## src/rtl/mem_responder.sv

```systemverilog
// Memory-side responder for the MAR/MBR handshake. It inserts a set number of wait states,
// performs one access on an internal word RAM, then runs a four-phase mfc handshake.
module mem_responder #(
  parameter int unsigned ADDR_W      = 8,
  parameter int unsigned DATA_W      = 16,
  parameter int unsigned WAIT_CYCLES = 2
) (
  input  logic              clk,
  input  logic              reset,
  input  logic              enable,
  input  logic              rw,
  input  logic [15:0]       addr,
  input  logic [DATA_W-1:0] data_in,
  output logic [DATA_W-1:0] data_out,
  output logic              mfc,
  output logic              busy
);

  typedef enum logic [1:0] {StIdle, StWait, StAccess, StAck} state_e;

  state_e              state_q;
  logic [3:0]          cnt_q;
  logic [ADDR_W-1:0]   addr_q;
  logic                rw_q;
  logic [DATA_W-1:0]   data_q;
  logic [DATA_W-1:0]   mem_q [2**ADDR_W];

  logic unused_addr;
  assign unused_addr = ^addr[15:ADDR_W];

  assign busy = (state_q != StIdle);

  // RAM has no reset; reset forces state_q out of StAccess, so an uncommitted write is dropped.
  always_ff @(posedge clk) begin
    if (state_q == StAccess && !rw_q) begin
      mem_q[addr_q] <= data_q;
    end
  end

  always_ff @(posedge clk or negedge reset) begin
    if (!reset) begin
      state_q  <= StIdle;
      cnt_q    <= 4'd0;
      addr_q   <= '0;
      rw_q     <= 1'b0;
      data_q   <= '0;
      data_out <= '0;
      mfc      <= 1'b0;
    end else begin
      unique case (state_q)
        StIdle: begin
          if (enable) begin
            addr_q  <= addr[ADDR_W-1:0];
            rw_q    <= rw;
            data_q  <= data_in;
            cnt_q   <= 4'(WAIT_CYCLES);
            state_q <= (WAIT_CYCLES == 0) ? StAccess : StWait;
          end
        end
        StWait: begin
          if (!enable) begin
            state_q <= StIdle;
          end else begin
            cnt_q <= 4'(cnt_q - 4'd1);
            if (cnt_q == 4'd1) begin
              state_q <= StAccess;
            end
          end
        end
        StAccess: begin
          if (rw_q) begin
            data_out <= mem_q[addr_q];
          end
          state_q <= StAck;
        end
        StAck: begin
          // mfc rises one edge after the access, so data_out is already stable when it is seen.
          if (enable) begin
            mfc <= 1'b1;
          end else begin
            mfc     <= 1'b0;
            state_q <= StIdle;
          end
        end
        default: state_q <= StIdle;
      endcase
    end
  end

endmodule

```

## config.mk

```make
export PLATFORM = sky130hd
export DESIGN_NAME = mem_responder
export DESIGN_NICKNAME = d
export VERILOG_FILES = /design/src/rtl/mem_responder.sv
export SDC_FILE = /design/constraint.sdc
export NUM_CORES = 2
export LEC_CHECK = 0
export CAP_MARGIN = 20
export CORE_ASPECT_RATIO = 0.7
export CORE_MARGIN = 2
export CORE_UTILIZATION = 56
export CTS_CLUSTER_DIAMETER = 60
export DETAILED_ROUTE_END_ITERATION = 10
export GPL_ROUTABILITY_DRIVEN = 0
export GPL_TIMING_DRIVEN = 1
export HOLD_SLACK_MARGIN = 0.06
export MAX_ROUTING_LAYER = met4
export PLACE_DENSITY = 0.76
export SLEW_MARGIN = 40
export SYNTH_ARGS = -nofsm -noshare
export SYNTH_HDL_FRONTEND = slang
export SYNTH_SLANG_ARGS = --single-unit
```

## constraint.sdc

```tcl
create_clock -name clk -period 7.6 [get_ports clk]
set_clock_uncertainty 0.1 [all_clocks]
set_input_delay 1.52 -clock clk [delete_from_list [all_inputs] [get_ports clk]]
set_output_delay 1.52 -clock clk [all_outputs]
set_load 0.02 [all_outputs]
```

# Word-level counts from Yosys, hierarchy flattened
# Memories as Yosys holds them, arrays and structs flattened. A register that Yosys moved wholly into a read port is not among the register bits.
# Cells that the tools add are included.
word_totals:
  register_bits: 32
  ram_bits: 4096
  in_bits: 36
  out_inout_bits: 18
  wordCells: 37
  mem_count: 1
classes:
  n_addsub: 1
  n_eq_ne: 8
  n_mux: 11
  n_reduce_logical: 10
memory_table:
  columns: ["memory", "words", "word_bits", "read_ports", "rd_ports_with_merged_regs", "write_ports", "line", "rtl"]
  rows:
  - ["mem_q", 256, 16, 1, 1, 1, "26", "logic [DATA_W-1:0] mem_q [2**ADDR_W];"]
ops:
  columns: ["operator", "count"]
  rows:
  - ["$mux 2", 4]
  - ["$mux 4", 2]
  - ["$pmux 2 s4", 1]
  - ["$pmux 4 s2", 1]
  - ["$ne 2x2->1 const B", 3]
  - ["$reduce_and 3->1", 2]
  - ["$eq 2x2->1 const B", 2]
  - ["$eq 4x1->1 const B", 1]
  - ["$reduce_and 2->1", 2]
  - ["$reduce_bool 2->1", 2]
  - ["$sub 4x1->4 const B", 1]
  - ["$mux 1", 3]
  - ["$ne 3x3->1 const B", 1]
  - ["$eq 2x1->1 const B", 1]
  - ["$logic_not 1->1", 2]
  - ["$logic_not 2->1", 1]
  - ["$logic_and 1x1->1", 1]

# Longest topological paths before layout
logic_depth:
  word_depth: 4
  ltp_mapped: 13
  ltp_nobuf: 7

# Worst setup path before layout
# OpenSTA, ideal clock, no wires.
synth_path:
  path_type: "flip-flop to flip-flop"
  startpoint: "register data_q[0]"
  endpoint: "memory mem_q[0][0], data pin"
  setup_ns: 0.803
  t_arrival_ns: 3.181
  t_required_ns: 6.697
  slack_ns: 3.516
  stages_incl_launch_ff: 1
  n_path_buf: 0
  synth_period_minus_slack_ns: 4.084
  cell_sequence: "dfrtp_1"
synth_lines:
  columns: ["item", "line", "rtl"]
  rows:
  - ["start: declaration", "25", "logic [DATA_W-1:0] data_q;"]
  - ["start signal: assignment", "55", "data_q <= data_in;"]
  - ["end: declaration", "26", null]
# No word-level cell before the write port.

# Worst setup path after layout
layout_path:
  startpoint: "register addr_q[0]"
  endpoint: "memory mem_q[9][4], enable pin"
layout_lines:
  columns: ["item", "line", "rtl"]
  rows:
  - ["start: declaration", "23", "logic [ADDR_W-1:0] addr_q;"]
  - ["start signal: assignment", "53", "addr_q <= addr[ADDR_W-1:0];"]
# No word-level cell before the write port.

==> impl_metrics.csv <==
group,metric,value,unit
run_status,outcome,"finished clean",
drt,postRouteAntennaNets,0,
yosys,yosysSeqAreaShare,0.782,
clocking,cts_tree,"built",
timing,worst_slew_pin_slew,990,ps
finish,fin_nets,7649,
global_route,grt_pass1_vias,79025,
clocking,post_cts_resized,0,
critical_path,rrSetupSlack,2690,ps
yosys,synth_cell_types,59,
drt,drc,0,
finish,multi_input_area,33100,um^2
clocking,clock-root-buffer,"clkbuf_16",
place,place_hpwl,233000,um
floorplan,rows,163,
drt,avgRoutedWirePerCell,34.6,um
clocking,postCtsHoldBufs,0,
yosys,synth_top_family_by_area,"multiplexers",
power,p_leak,55.5,nW
drt,viasPerCell,6.82,
critical_path,r2r_cells,8,
critical_path,cp.arrival,5390,ps
clocking,numCtsBuffers,356,
yosys,synth-xor-area-share,0,
yosys,synth_warnings,0,
timing,min_period,4910,ps
timing,rsz0062_at_grt,"false",
finish,area_delta_synth_final,12.0,%
power,power,68.4,mW
floorplan,die-area,288000,um^2
critical_path,timing.rr.start,"addr_q[0]$_DFFE_PN0P_",
yosys,syn-instance-count,7201,
yosys,syn_nets,7239,
critical_path,critPathLaunchType,"flip-flop",
floorplan,die_y,450,um
drt,first_pass_iters,10,
power,combPwrFrac,0.304,
timing,slew_headroom,0.340,
clocking,insertion_delay,900,ps
critical_path,required,8080,ps
floorplan,core_area,282000,um^2
power,internal-power,45.8,mW
timing,hold_viol_final,0,
place,port_buffers,45,
finish,final_util,0.631,
timing,fmax,0.204,GHz
floorplan,chipWidth,640,um
yosys,avgSynthCellArea,22.1,um^2
floorplan,ioPinCount,54,
yosys,synth_seq_cells,4144,
timing,setup_viol,0,
yosys,synthSimpleGateAreaFrac,0.0183,
timing,finalCritPeriodShare,0.646,
hold_path,hold_path_end,"mfc$_DFFE_PN0N_",
power,p_per_area,384,nW/um^2
finish,fill_cells,17893,
yosys,synth_edf_count,4096,
clocking,cts_sinks,4144,
finish,instances_no_fill,11705,
yosys,netlist_area,159000,um^2
global_route,grt_pass1_wl,576000,um
finish,regArea,124000,um^2
flow_run,cap_violations,0,
power,p_clk_frac,0.260,
clocking,htreeDepth,5,
drt,drt_iter0_drc,13998,
hold_path,min_from,"mfc$_DFFE_PN0N_",
yosys,synth_adder_area_share,0.000158,
global_route,overflow,0,
global_route,grt_start_max_net_pins,193,
yosys,synth_compound_area_frac,0.0280,
drt,wl,406000,um
drt,vias,79865,
clocking,clkTransAtPathRegs,70,ps
critical_path,cp_max_fo,61,
timing,slew_viol_final,0,
power,max-vdd-ir-drop,0.000476,V
clocking,postCtsSetupRepairBufs,0,
yosys,synth_flop_cell,"edfxtp_1",
yosys,async_flop_share,0.0116,
finish,drive_above_1_share,0.260,
global_route,antenna_found_initial,17,
clocking,clockBufferDepth,4,
power,pwr-share-seq,0.435,
timing,fin_setup_tns,0,ps
global_route,track_usage,0.290,
critical_path,cp-end-kind,"flip-flop",
critical_path,criticalPathCategory,"reg -> reg",
place,dp_cells,11030,
hold_path,holdPathStages,2,
power,switching_power,22.5,mW
power,swShare,0.330,
floorplan,start_util,0.563,
yosys,synthMuxAreaShare,0.158,
critical_path,crit-reg2reg-capture,"mem_q[9][4]$_DFFE_PP_",
hold_path,worstHoldPathType,"reg -> reg",
## kinds of logic after synthesis
kind of cell,count (synthesis)
adders and majority gates,2
AOI/OAI and AO/OA,640
DFF,4144
buffers and inverters,431
muxes,1343
and+or+nand+nor,641
## state kept, by name (all words and copies together), names as in the netlist, named ones only
register and flops:
cnt_q 4, data_out 16, mem_q 4096, rw_q 1
mfc 1, addr_q 8, data_q 16, state_q 1
## layer usage
layer | vias up | global-route usage | wire length, um
li1 | 31313 | - | -
met1 | 41797 | 0.404 | 148000
met2 | 5914 | 0.407 | 182000
met3 | 841 | 0.102 | 61700
met4 | 0 | 0.0859 | 13300
met5 | - | - | 0
## worst max path at each step
| stage | startpoint | endpoint | cells after the start | slack (ps) |
|---|---|---|---|---|
| after floorplan | data_q[0]$_DFFE_PN0P_ | mem_q[0][0]$_DFFE_PP_ | 0 | 3520 |
| final | addr_q[0]$_DFFE_PN0P_ | mem_q[9][4]$_DFFE_PP_ | 8 | 2690 |
| after global routing | addr_q[0]$_DFFE_PN0P_ | data_out[8]$_DFFE_PN0P_ | 10 | 2460 |
| after CTS | addr_q[1]$_DFFE_PN0P_ | data_out[8]$_DFFE_PN0P_ | 8 | 2760 |
| after detailed placement | addr_q[0]$_DFFE_PN0P_ | mem_q[9][4]$_DFFE_PP_ | 8 | 2850 |
| after global placement | addr_q[0]$_DFFE_PN0P_ | mem_q[9][5]$_DFFE_PP_ | 8 | 2870 |
## power groups by stage
stage / Sequential (mW) / Clock, mW / Combinational, mW
finish: 29.8 / 17.8 / 20.8
global route: 29.8 / 18.7 / 21.5
CTS: 29.8 / 17.9 / 19.9
detailed placement: 30.3 / 0 / 19.8
global placement: 30.6 / 0 / 18.8
floorplan: 31.7 / 0 / 11.1
## synthesized netlist by cell type, types with 11 or more instances
cell type | instances | share of area
nand2b_1 | 13 | 0.00051
buf_4 | 61 | 0.0029
a22oi_1 | 139 | 0.0066
dfrtp_1 | 48 | 0.0076
o22a_1 | 43 | 0.0024
mux4_2 | 926 | 0.13
a32oi_1 | 13 | 0.00072
nor2_1 | 278 | 0.0066
o22ai_1 | 139 | 0.0055
nor4_1 | 20 | 0.00079
buf_6 | 11 | 0.00078
buf_2 | 152 | 0.0048
a221oi_1 | 28 | 0.0015
o21ai_0 | 63 | 0.0020
o221ai_1 | 31 | 0.0017
buf_1 | 30 | 0.00071
clkbuf_1 | 169 | 0.0040
a21oi_1 | 90 | 0.0028
nor3_1 | 78 | 0.0025
a211oi_1 | 12 | 0.00057
a31oi_1 | 28 | 0.0011
nor2b_1 | 25 | 0.00098
edfxtp_1 | 4096 | 0.77
nand3_1 | 69 | 0.0022
mux2i_1 | 363 | 0.023
nand2_1 | 105 | 0.0025
mux2_2 | 54 | 0.0038
## area by class of cell
class,count,share of cell area
Timing Repair Buffer,475,0.0256
Multi-Input combinational cell,2626,0.186
Antenna cell,13,0.000183
Sequential cell,4144,0.699
Clock buffer,468,0.0539
Clock inverter,176,0.00865
Inverter,8,0.000211
Tap cell,3795,0.0267
## critical path: stages, from the launching register on
cell and delay [ps]:
dfrtp_4 830, buf_12 450, buf_4 460, nand2b_1 560
nor2_1 570, nand2_1 180, buf_4 360, nor2_1 580
buf_4 360
## stage by stage
stage	hold WS, ps	area (um^2)	setup WS (ps)
floorplan	393	159000	3520
global placement	386	166000	2870
detailed placement	377	166000	2850
CTS	391	177000	2760
global route	419	178000	2460
finish	390	178000	2690
## placed cells by master (no fill, tap or decap), types with 10 or more instances in the layout
cell type,instances
a211oi_1,10
a21oi_1,79
a21oi_2,11
a221oi_1,28
a22oi_1,139
a31oi_1,23
a32oi_1,13
buf_12,38
buf_16,16
buf_4,352
buf_6,23
bufinv_16,25
clkbuf_1,97
clkbuf_16,366
clkdlybuf4s50_1,44
clkinv_1,61
clkinv_2,61
clkinvlp_4,13
dfrtp_1,26
dfrtp_4,21
diode_2,13
edfxtp_1,4096
inv_6,12
mux2_2,54
mux2i_1,363
mux4_2,926
nand2_1,102
nand2b_1,11
nand3_1,66
nor2_1,252
nor2_2,18
nor2b_1,18
nor3_1,34
nor3_2,40
nor4_1,14
o21ai_0,60
o221ai_1,30
o22a_1,43
o22ai_1,139
(Power assumes the default switching activity.)
